--- src/rtl/posit_addsub_sched.sv ---
// posit_addsub_sched
// Round-robin front end for one shared, fixed-latency posit add/subtract
// datapath. A request is issued only when its result is sure to find a free
// slot in the result FIFO, because the datapath has no backpressure. Results
// come back on one valid/ready channel, in issue order, tagged with the
// requester index.
module posit_addsub_sched #(
  parameter int N     = 32,
  parameter int ES    = 2,
  parameter int NREQ  = 4,
  parameter int LAT   = 3,
  parameter int DEPTH = 4
) (
  input  logic                      clk,
  input  logic                      rst_n,
  input  logic [NREQ-1:0]           req_valid,
  output logic [NREQ-1:0]           req_ready,
  input  logic [NREQ*N-1:0]         req_a,
  input  logic [NREQ*N-1:0]         req_b,
  input  logic [NREQ-1:0]           req_sub,
  output logic                      dp_valid,
  output logic [N-1:0]              dp_a,
  output logic [N-1:0]              dp_b,
  output logic                      dp_sub,
  input  logic [N-1:0]              dp_result,
  output logic                      rsp_valid,
  input  logic                      rsp_ready,
  output logic [N-1:0]              rsp_data,
  output logic [$clog2(NREQ)-1:0]   rsp_id
);

  localparam int IDW = $clog2(NREQ);
  localparam int PW  = (DEPTH > 1) ? $clog2(DEPTH) : 1;
  localparam int CW  = $clog2(DEPTH + 1);
  localparam int IW  = $clog2(LAT + 2);

  // arbitration
  logic [IDW-1:0] rr_ptr;
  logic           issue_ok;
  logic           grant_any;
  logic [IDW-1:0] grant_id;

  // tag pipe: stage 0 lines up with dp_valid, stage LAT with dp_result
  logic [LAT:0]   tag_v;
  logic [IDW-1:0] tag_id [0:LAT];

  // result FIFO and credit tracking
  logic           push;
  logic           pop;
  logic [IDW-1:0] push_id;
  logic [IW-1:0]  inflight_count;
  logic [CW-1:0]  fifo_count;
  logic [PW-1:0]  wr_ptr;
  logic [PW-1:0]  rd_ptr;
  logic [N-1:0]   mem_data [0:DEPTH-1];
  logic [IDW-1:0] mem_id   [0:DEPTH-1];

  // Requester index k places after base, wrapping at NREQ (NREQ need not be
  // a power of two).
  function automatic logic [IDW-1:0] rr_index(input logic [IDW-1:0] base,
                                              input int             k);
    int s;
    s = int'(base) + k;
    if (s >= NREQ) s = s - NREQ;
    return IDW'(s);
  endfunction

  // FIFO pointer increment with wrap at DEPTH.
  function automatic logic [PW-1:0] ptr_next(input logic [PW-1:0] p);
    return (p == PW'(DEPTH - 1)) ? '0 : p + 1'b1;
  endfunction

  // An issue is allowed only when every op already launched plus this one
  // can land in the FIFO. A pop this cycle is deliberately not counted.
  assign issue_ok = (int'(fifo_count) + int'(inflight_count)) < DEPTH;

  // Round-robin grant: search from rr_ptr upward, lowest distance wins.
  always_comb begin
    grant_any = 1'b0;
    grant_id  = '0;
    req_ready = '0;
    for (int k = NREQ - 1; k >= 0; k--) begin
      if (req_valid[rr_index(rr_ptr, k)]) begin
        grant_any = issue_ok;
        grant_id  = rr_index(rr_ptr, k);
      end
    end
    if (grant_any) req_ready[grant_id] = 1'b1;
  end

  // Pointer moves just past the requester that was served; holds otherwise.
  always_ff @(posedge clk) begin
    if (!rst_n) begin
      rr_ptr <= '0;
    end else if (grant_any) begin
      rr_ptr <= rr_index(grant_id, 1);
    end
  end

  // Operand register: operands are sampled only on the handshake.
  always_ff @(posedge clk) begin
    if (!rst_n) begin
      dp_a   <= '0;
      dp_b   <= '0;
      dp_sub <= 1'b0;
    end else if (grant_any) begin
      dp_a   <= req_a[int'(grant_id)*N +: N];
      dp_b   <= req_b[int'(grant_id)*N +: N];
      dp_sub <= req_sub[grant_id];
    end
  end

  assign dp_valid = tag_v[0];

  // Tag shift register follows each op through the datapath latency.
  always_ff @(posedge clk) begin
    if (!rst_n) begin
      tag_v <= '0;
      for (int i = 0; i <= LAT; i++) tag_id[i] <= '0;
    end else begin
      tag_v[0]  <= grant_any;
      tag_id[0] <= grant_id;
      for (int i = 1; i <= LAT; i++) begin
        tag_v[i]  <= tag_v[i-1];
        tag_id[i] <= tag_id[i-1];
      end
    end
  end

  assign push    = tag_v[LAT];
  assign push_id = tag_id[LAT];
  assign pop     = rsp_valid & rsp_ready;

  // In-flight count: issued but not yet written into the FIFO.
  always_ff @(posedge clk) begin
    if (!rst_n) begin
      inflight_count <= '0;
    end else if (grant_any && !push) begin
      inflight_count <= inflight_count + 1'b1;
    end else if (!grant_any && push) begin
      inflight_count <= inflight_count - 1'b1;
    end
  end

  // FIFO pointers and occupancy; a push into a full FIFO means the credit
  // accounting is broken.
  always_ff @(posedge clk) begin
    if (!rst_n) begin
      wr_ptr     <= '0;
      rd_ptr     <= '0;
      fifo_count <= '0;
    end else begin
      if (push) wr_ptr <= ptr_next(wr_ptr);
      if (pop)  rd_ptr <= ptr_next(rd_ptr);
      if (push && !pop) begin
        fifo_count <= fifo_count + 1'b1;
      end else if (!push && pop) begin
        fifo_count <= fifo_count - 1'b1;
      end
      assert (!(push && (fifo_count == CW'(DEPTH))));
      assert ((ES >= 0) && (DEPTH >= LAT + 1));
    end
  end

  // FIFO storage; contents are never observed while empty, so no reset.
  always_ff @(posedge clk) begin
    if (push) begin
      mem_data[wr_ptr] <= dp_result;
      mem_id[wr_ptr]   <= push_id;
    end
  end

  assign rsp_valid = (fifo_count != '0);
  assign rsp_data  = rsp_valid ? mem_data[rd_ptr] : '0;
  assign rsp_id    = rsp_valid ? mem_id[rd_ptr]   : '0;

endmodule

--- config.mk ---
export PLATFORM = sky130hd
export DESIGN_NAME = posit_addsub_sched
export DESIGN_NICKNAME = d
export VERILOG_FILES = /design/src/rtl/posit_addsub_sched.sv
export SDC_FILE = /design/constraint.sdc
export NUM_CORES = 1
export LEC_CHECK = 0
export ABC_AREA = 1
export BUFFER_PORTS_ARGS = -buffer_cell sky130_fd_sc_hd__buf_2
export CAP_MARGIN = 25
export CORE_AREA = 2 2 172 174
export DETAILED_ROUTE_END_ITERATION = 10
export DIE_AREA = 0 0 174 176
export PLACE_DENSITY_LB_ADDON = 0.25
export SLEW_MARGIN = 20
export SYNTH_ARGS = -nofsm -noshare
export SYNTH_HDL_FRONTEND = slang
export SYNTH_SLANG_ARGS = --single-unit
--- constraint.sdc ---
create_clock -name clk -period 3.6 [get_ports clk]
set_input_delay 0.72 -clock clk [delete_from_list [all_inputs] [get_ports clk]]
set_output_delay 0.72 -clock clk [all_outputs]
set_load 0.005 [all_outputs]
## Word-level counts from Yosys, hierarchy flattened

Memories as Yosys holds them, arrays and structs flattened. A register that Yosys moved wholly into a read port is not among the register bits.
Index checks and enable logic that the tools add are counted.
W data, S select, Z words.

| storage, ports and cells | value |
|---|---|
| memories kept | 3 |
| output and inout port bits | 105 |
| flip-flop bits (word level) | 81 |
| latch bits | 0 |
| bits in read-only memories | 0 |
| input port bits | 299 |
| word-level logic and storage cells | 106 |
| memory bits (writable) | 144 |

Memory list:

| memory | depth | bits a word | read ports | clocked after memory_dff | write ports | line | RTL |
|---|---|---|---|---|---|---|---|
| mem_data | 4 | 32 | 1 | 1 | 1 | 55 | `logic [N-1:0] mem_data [0:DEPTH-1];` |
| mem_id | 4 | 2 | 1 | 1 | 1 | 56 | `logic [IDW-1:0] mem_id [0:DEPTH-1];` |
| tag_id | 4 | 2 | 4 | 0 | 4 | 45 | `logic [IDW-1:0] tag_id [0:LAT];` |

| operators by class | value |
|---|---|
| div/mod/pow operators | 0 |
| shift-type cells | 2 |
| equal/unequal tests | 2 |
| order comparisons | 12 |
| multiply operators | 0 |
| reduce and logical (&&, ||, !) cells | 11 |
| multiplexer cells | 46 |
| add/sub/neg operators | 16 |
| bitwise logic cells | 5 |

Operators with widths:

| operator | number |
|---|---|
| $shiftx A128 B8 Y32 | 2 |
| $mux W2 | 20 |
| $mux W32 | 1 |
| $lt A2 B3 Y1 const B | 5 |
| $mux W1 | 14 |
| $ge A3 B3 Y1 const B | 4 |
| $mux W3 | 4 |
| $bmux W1 S2 | 5 |
| $sub A2 B1 Y2 const B | 5 |
| $add A2 B1 Y3 const B | 2 |
| $add A2 B2 Y3 const B | 2 |
| $add A3 B1 Y3 const B | 2 |
| $sub A3 B1 Y3 const B | 2 |
| $logic_and A1 B1 Y1 | 5 |
| $add A2 B1 Y2 const B | 2 |
| $add A3 B3 Y4 | 1 |
| $eq A2 B2 Y1 const B | 2 |
| $lt A4 B3 Y1 const B | 1 |
| $mux W4 | 1 |
| $or A1 B1 Y1 | 4 |
| $reduce_bool A2 Y1 | 2 |
| $ge A2 B3 Y1 const B | 1 |
| $logic_not A1 Y1 | 3 |
| $reduce_bool A3 Y1 | 1 |
| other kinds (3) | 3 |

## Depth between registers and ports, before layout

| logic depth | value |
|---|---|
| depth after elaboration | 14 |
| gate-level depth with buffers | 16 |
| depth with buffers taken out | 14 |

## Worst setup path before layout

OpenSTA, ideal clock, no wires.

| path | value |
|---|---|
| path kind | input -> output |
| start | input port req_valid[2] |
| end | output port req_ready[2] |
| path slack | 0.800 ns |
| path buffers | 2 |
| data arrival time | 2.080 ns |
| cell stages on the path | 13 |
| data required time | 2.880 ns |
| cells stage by stage | or2_2 nand3_1 nand2_1 inv_2 o21ai_1 nand2_2 nand2_2 buf_6 buf_6 inv_1 ha_1 inv_1 nor2_1 |

| between the ends | value |
|---|---|
| word-level cells in the longest chain between the ends | 11 |
| elaborated cells on any way between the ends | 22 |
| those cells by class | order compare (2); mux (19); reduce/logical (1) |

Ends and longest elaborated chain:

| element | line | RTL |
|---|---|---|
| start: declaration | 16 | `input logic [NREQ-1:0] req_valid,` |
| $bmux W1 S2 | 83 | `if (req_valid[rr_index(rr_ptr, k)]) begin` |
| $mux W1 (not written as such) | 83 |  |
| $mux W2 (3 in series) | 83 |  |
| $mux W2 * | 83 |  |
| named net grant_id[0] | 41 | `logic [IDW-1:0] grant_id;` |
| $lt A2 B3 Y1 (not written as such) or $ge A2 B1 Y1 (tied branches) | 88 | `if (grant_any) req_ready[grant_id] = 1'b1;` |
| $logic_and A1 B1 Y1 (not written as such) | 88 |  |
| $mux W1 (not written as such) | 88 |  |
| $demux W1 S2 * | 88 |  |
| $mux W4 * | 88 |  |
| end: declaration | 17 | `output logic [NREQ-1:0] req_ready,` |

Mark *: on every way through the listed nets, which the timed path passes. The rest lies on a longest branch. The select of a mux whose other input is x is not followed.

## Worst setup path in the final report

| path | value |
|---|---|
| start | register rr_ptr[0] |
| end | output port req_ready[0] |

| between the ends | value |
|---|---|
| word-level cells in the longest chain between the ends | 14 |
| elaborated cells on any way between the ends | 37 |
| those cells by class | add/sub (7); order compare (6); mux (23); reduce/logical (1) |

Ends and longest elaborated chain:

| element | line | RTL |
|---|---|---|
| start: declaration | 38 | `logic [IDW-1:0] rr_ptr;` |
| start signal: assignment | 96 | `rr_ptr <= rr_index(grant_id, 1);` |
| $add A2 B2 Y3 | 63 | `s = int'(base) + k;` |
| $ge A3 B3 Y1 or $sub A2 B1 Y2 (tied branches) | 64 | `if (s >= NREQ) s = s - NREQ;` |
| $mux W2 | 64 |  |
| $bmux W1 S2 | 83 |  |
| $mux W1 (not written as such) | 83 |  |
| $mux W2 (4 in series) | 83 |  |
| $lt A2 B3 Y1 (not written as such) or $ge A2 B1 Y1 (tied branches) | 88 |  |
| $logic_and A1 B1 Y1 (not written as such) | 88 |  |
| $mux W1 (not written as such) | 88 |  |
| $demux W1 S2 | 88 |  |
| $mux W4 * | 88 |  |

Every way passes the cells marked *; elsewhere a longest branch is shown, timed or not. The select of a mux whose other input is x is not followed.

==> metrics.csv <==
metric,value,unit
Max Slew Vio Count,0,
Synth Net Count,1957,
P&R area growth vs syn,25.8,%
GPL Wtd Cong,0.918,
Setup WS post-layout,0.353,ns
Ports,404,
CTS max path bufs,3,
WHS Endpoint,mem_data[2][22],
GR peak layer,met2,
Power Dens Cells,900,nW/um2
area post-placement,14500,um2
Slew Limit Headroom,35.7,%
Layout Utilization,54.1,%
drt total wl,37800,um
Synth Area per Inst,7.47,um2
gr ovfl total,0,
worst r2r dst,dp_a[7],
hold buffer count at CTS,0,
# H-tree levels,1,
Hold Crit Start,dp_result[22],
kind of critical path,flop to output pin,
die width,174,um
port bufs,403,
CTS Buf Count,26,
reg2reg start,rr_ptr[0],
clock root cell,clkbuf_16,
setup_tns,0,ns
CP Max Fanout,26,
Max VDD drop,0.000666,V
DR DRC count,0,
minimum clock period after layout,3.25,ns
Final period util,90.2,%
GR Util met2,41.4,%
FF-to-FF path depth,13,
final non-filler cell area,15400,um2
Yosys Warn Count,0,
DP Cell Count,2344,
Max Cap Violations,0,
P_leak,8.13,nW
# rows,62,
DP Wirelength,26100,um
final setup fails,0,
Initial Util,43.0,%
Global Route met3 Usage,5.86,%
cells after synthesis,1643,
Yosys cell types,29,
register area share after synthesis,48.1,%
"most common cell after layout, fill and taps aside",buf_2,
Crit path arrival time,2.53,ns
critical path startpoint category,flop,
Final Hold Fails,0,
M1 GR Usage,30.3,%
Min-Delay Path Class,input port to flop,
Peak Freq,308,MHz
pre-CTS WS,0.549,ns
"Reg clk slew, reported paths",0.06,ns
CTS tree,done,
most frequent cells in the layout,"buf_2 (403), inv_1 (296), nor2_1 (284), nand3_1 (263), nand2_1 (243)",
largest net degree at the start of global routing,131,
final net count,2302,
initial antenna violation count,10,
# Post-CTS Setup Buffers,0,
routed length per placed instance,15.8,um
via count,11700,
Routed Antenna Nets,0,
Core Region,28500,um2
Starting DRT DRC Count,760,
crit-path cells,inv_1 > nand2_1 > nand2_1 > nand2_1 > nand2_2 > o21ai_1 > nand2_4 > nand2_8 > inv_1 > ha_1 > inv_1 > nor2_1 > buf_2,
register-to-register setup slack,1.03,ns
Crit. End Element,output pin,
via density per instance,4.90,
Die H,176,um
Layout Cells excl Fill,2397,
cell at the slowest stage of the critical path,dfxtp_2,
"Clk Latency, worst-skew pair",0.53,ns
worst hold path depth,1,
DRT Pass-1 Iters,5,
worst stage delay on the critical path,0.46,ns
share of cells above drive strength 1,24.0,%
Critical Path RT,2.88,ns
#FFs+latches synth,227,
mapped cell area,12300,um2
status,finished clean,
global-route wire length before repair,59300,um
CTS sink cnt,227,
RSZ-0062 raised after global routing,false,
die area,30600,um2
vias in the first global route,11300,
gr usage total,24.1,%
clock skew,0.0112,ns
Tightest Pin Transition,0.963,ns
==> cells in the mapped netlist <==
cell type / n / area, um2
nor2_1: 284 / 1070
a21oi_1: 44 / 220
dfxtp_1: 91 / 1820
nand2_2: 3 / 18.8
a31oi_1: 1 / 6.26
or2_2: 1 / 6.26
ha_1: 13 / 163
nand3b_1: 65 / 488
clkinv_1: 1 / 3.75
o211a_1: 1 / 10.0
inv_1: 296 / 1110
buf_2: 41 / 205
nand3_2: 1 / 10.0
o21ai_1: 2 / 10.0
fa_1: 2 / 40.0
buf_1: 7 / 26.3
inv_2: 3 / 11.3
and2_1: 1 / 6.26
or3_1: 1 / 6.26
buf_6: 8 / 90.1
nand4_1: 1 / 6.26
buf_4: 5 / 37.5
xor2_1: 2 / 17.5
nand2_1: 245 / 920
edfxtp_1: 136 / 4080
nor3_1: 2 / 10.0
nand3_1: 263 / 1320
clkbuf_1: 45 / 169
o21ai_0: 78 / 390
==> registers in the layout, summed over array words and instances (netlist names), named ones only <==
| register | count |
|---|---|
| mem_id | 8 |
| dp_b | 32 |
| rd_ptr | 2 |
| tag_id | 8 |
| mem_data | 128 |
| dp_sub | 1 |
| tag_v | 4 |
| wr_ptr | 2 |
| dp_a | 32 |
| fifo_count | 3 |
| inflight_count | 3 |
| rr_ptr | 2 |
==> cell families after synthesis <==
logic type	synth area share [%]
and+or+nand+nor	31.4
buffers and inverters	13.5
DFF	48.1
AOI/OAI and AO/OA	5.19
adders and majority gates	1.65
xor gates and xnor gates	0.143
==> metal layers <==
metal  wire length [um]  vias to the layer above
met4               1020                       10
met5                 66                        -
met3               2900                       72
li1                   -                     5864
met2              18100                      392
met1              15700                     5402
==> worst max-delay path by stage <==
stage | from | end | slack [ns]
2_1_floorplan | req_valid[2] | req_ready[2] | 0.80
3_3_place_gp | req_valid[2] | req_ready[0] | 0.57
3_5_place_dp | req_valid[2] | req_ready[0] | 0.55
4_1_cts | rr_ptr[0] | req_ready[0] | 0.04
5_1_grt | rr_ptr[0] | req_ready[2] | 0.08
6_report | rr_ptr[0] | req_ready[0] | 0.35
==> worst max-delay path: cells and delay by family, from the launching register on <==
| kind | cells | cell delay [ns] |
|---|---|---|
| simple gates | 7 | 0.68 |
| flops | 1 | 0.46 |
| buf+inv | 4 | 0.44 |
| compound gates | 1 | 0.20 |
| fa+ha+maj | 1 | 0.20 |
==> through the flow <==
stage / total power [W] / hold slack [ns]
detailed placement: 0.0112 / 0.400
global route: 0.0151 / 0.387
floorplan: 0.00898 / 0.390
finish: 0.0139 / 0.409
CTS: 0.0140 / 0.376
global placement: 0.0111 / 0.395
==> repair_timing <==
action | 4_1_cts | 5_1_grt
setup endpoints to repair | 0 | 4
hold endpoints to repair | 0 | 0
resized for setup | 0 | 2
==> power by group <==
part / switching, W / total (W) / leakage, nW / internal (W)
clock network: 0.00109 / 0.00272 / 0.431 / 0.00163
logic: 0.00508 / 0.00774 / 5.72 / 0.00266
registers: 0.000237 / 0.00343 / 1.98 / 0.00319
total: 0.00641 / 0.0139 / 8.13 / 0.00748
==> cell type report <==
type / instances / area (um2)
timing repair buffer: 423 / 2250
tap: 384 / 480
sequential: 227 / 5910
clock buffer: 32 / 713
multi-input combinational: 1010 / 4750
clock inverter: 16 / 186
fill: 2783 / 13100
antenna: 5 / 12.5
inverter: 300 / 1130
Power figures use the tool's default switching activity.
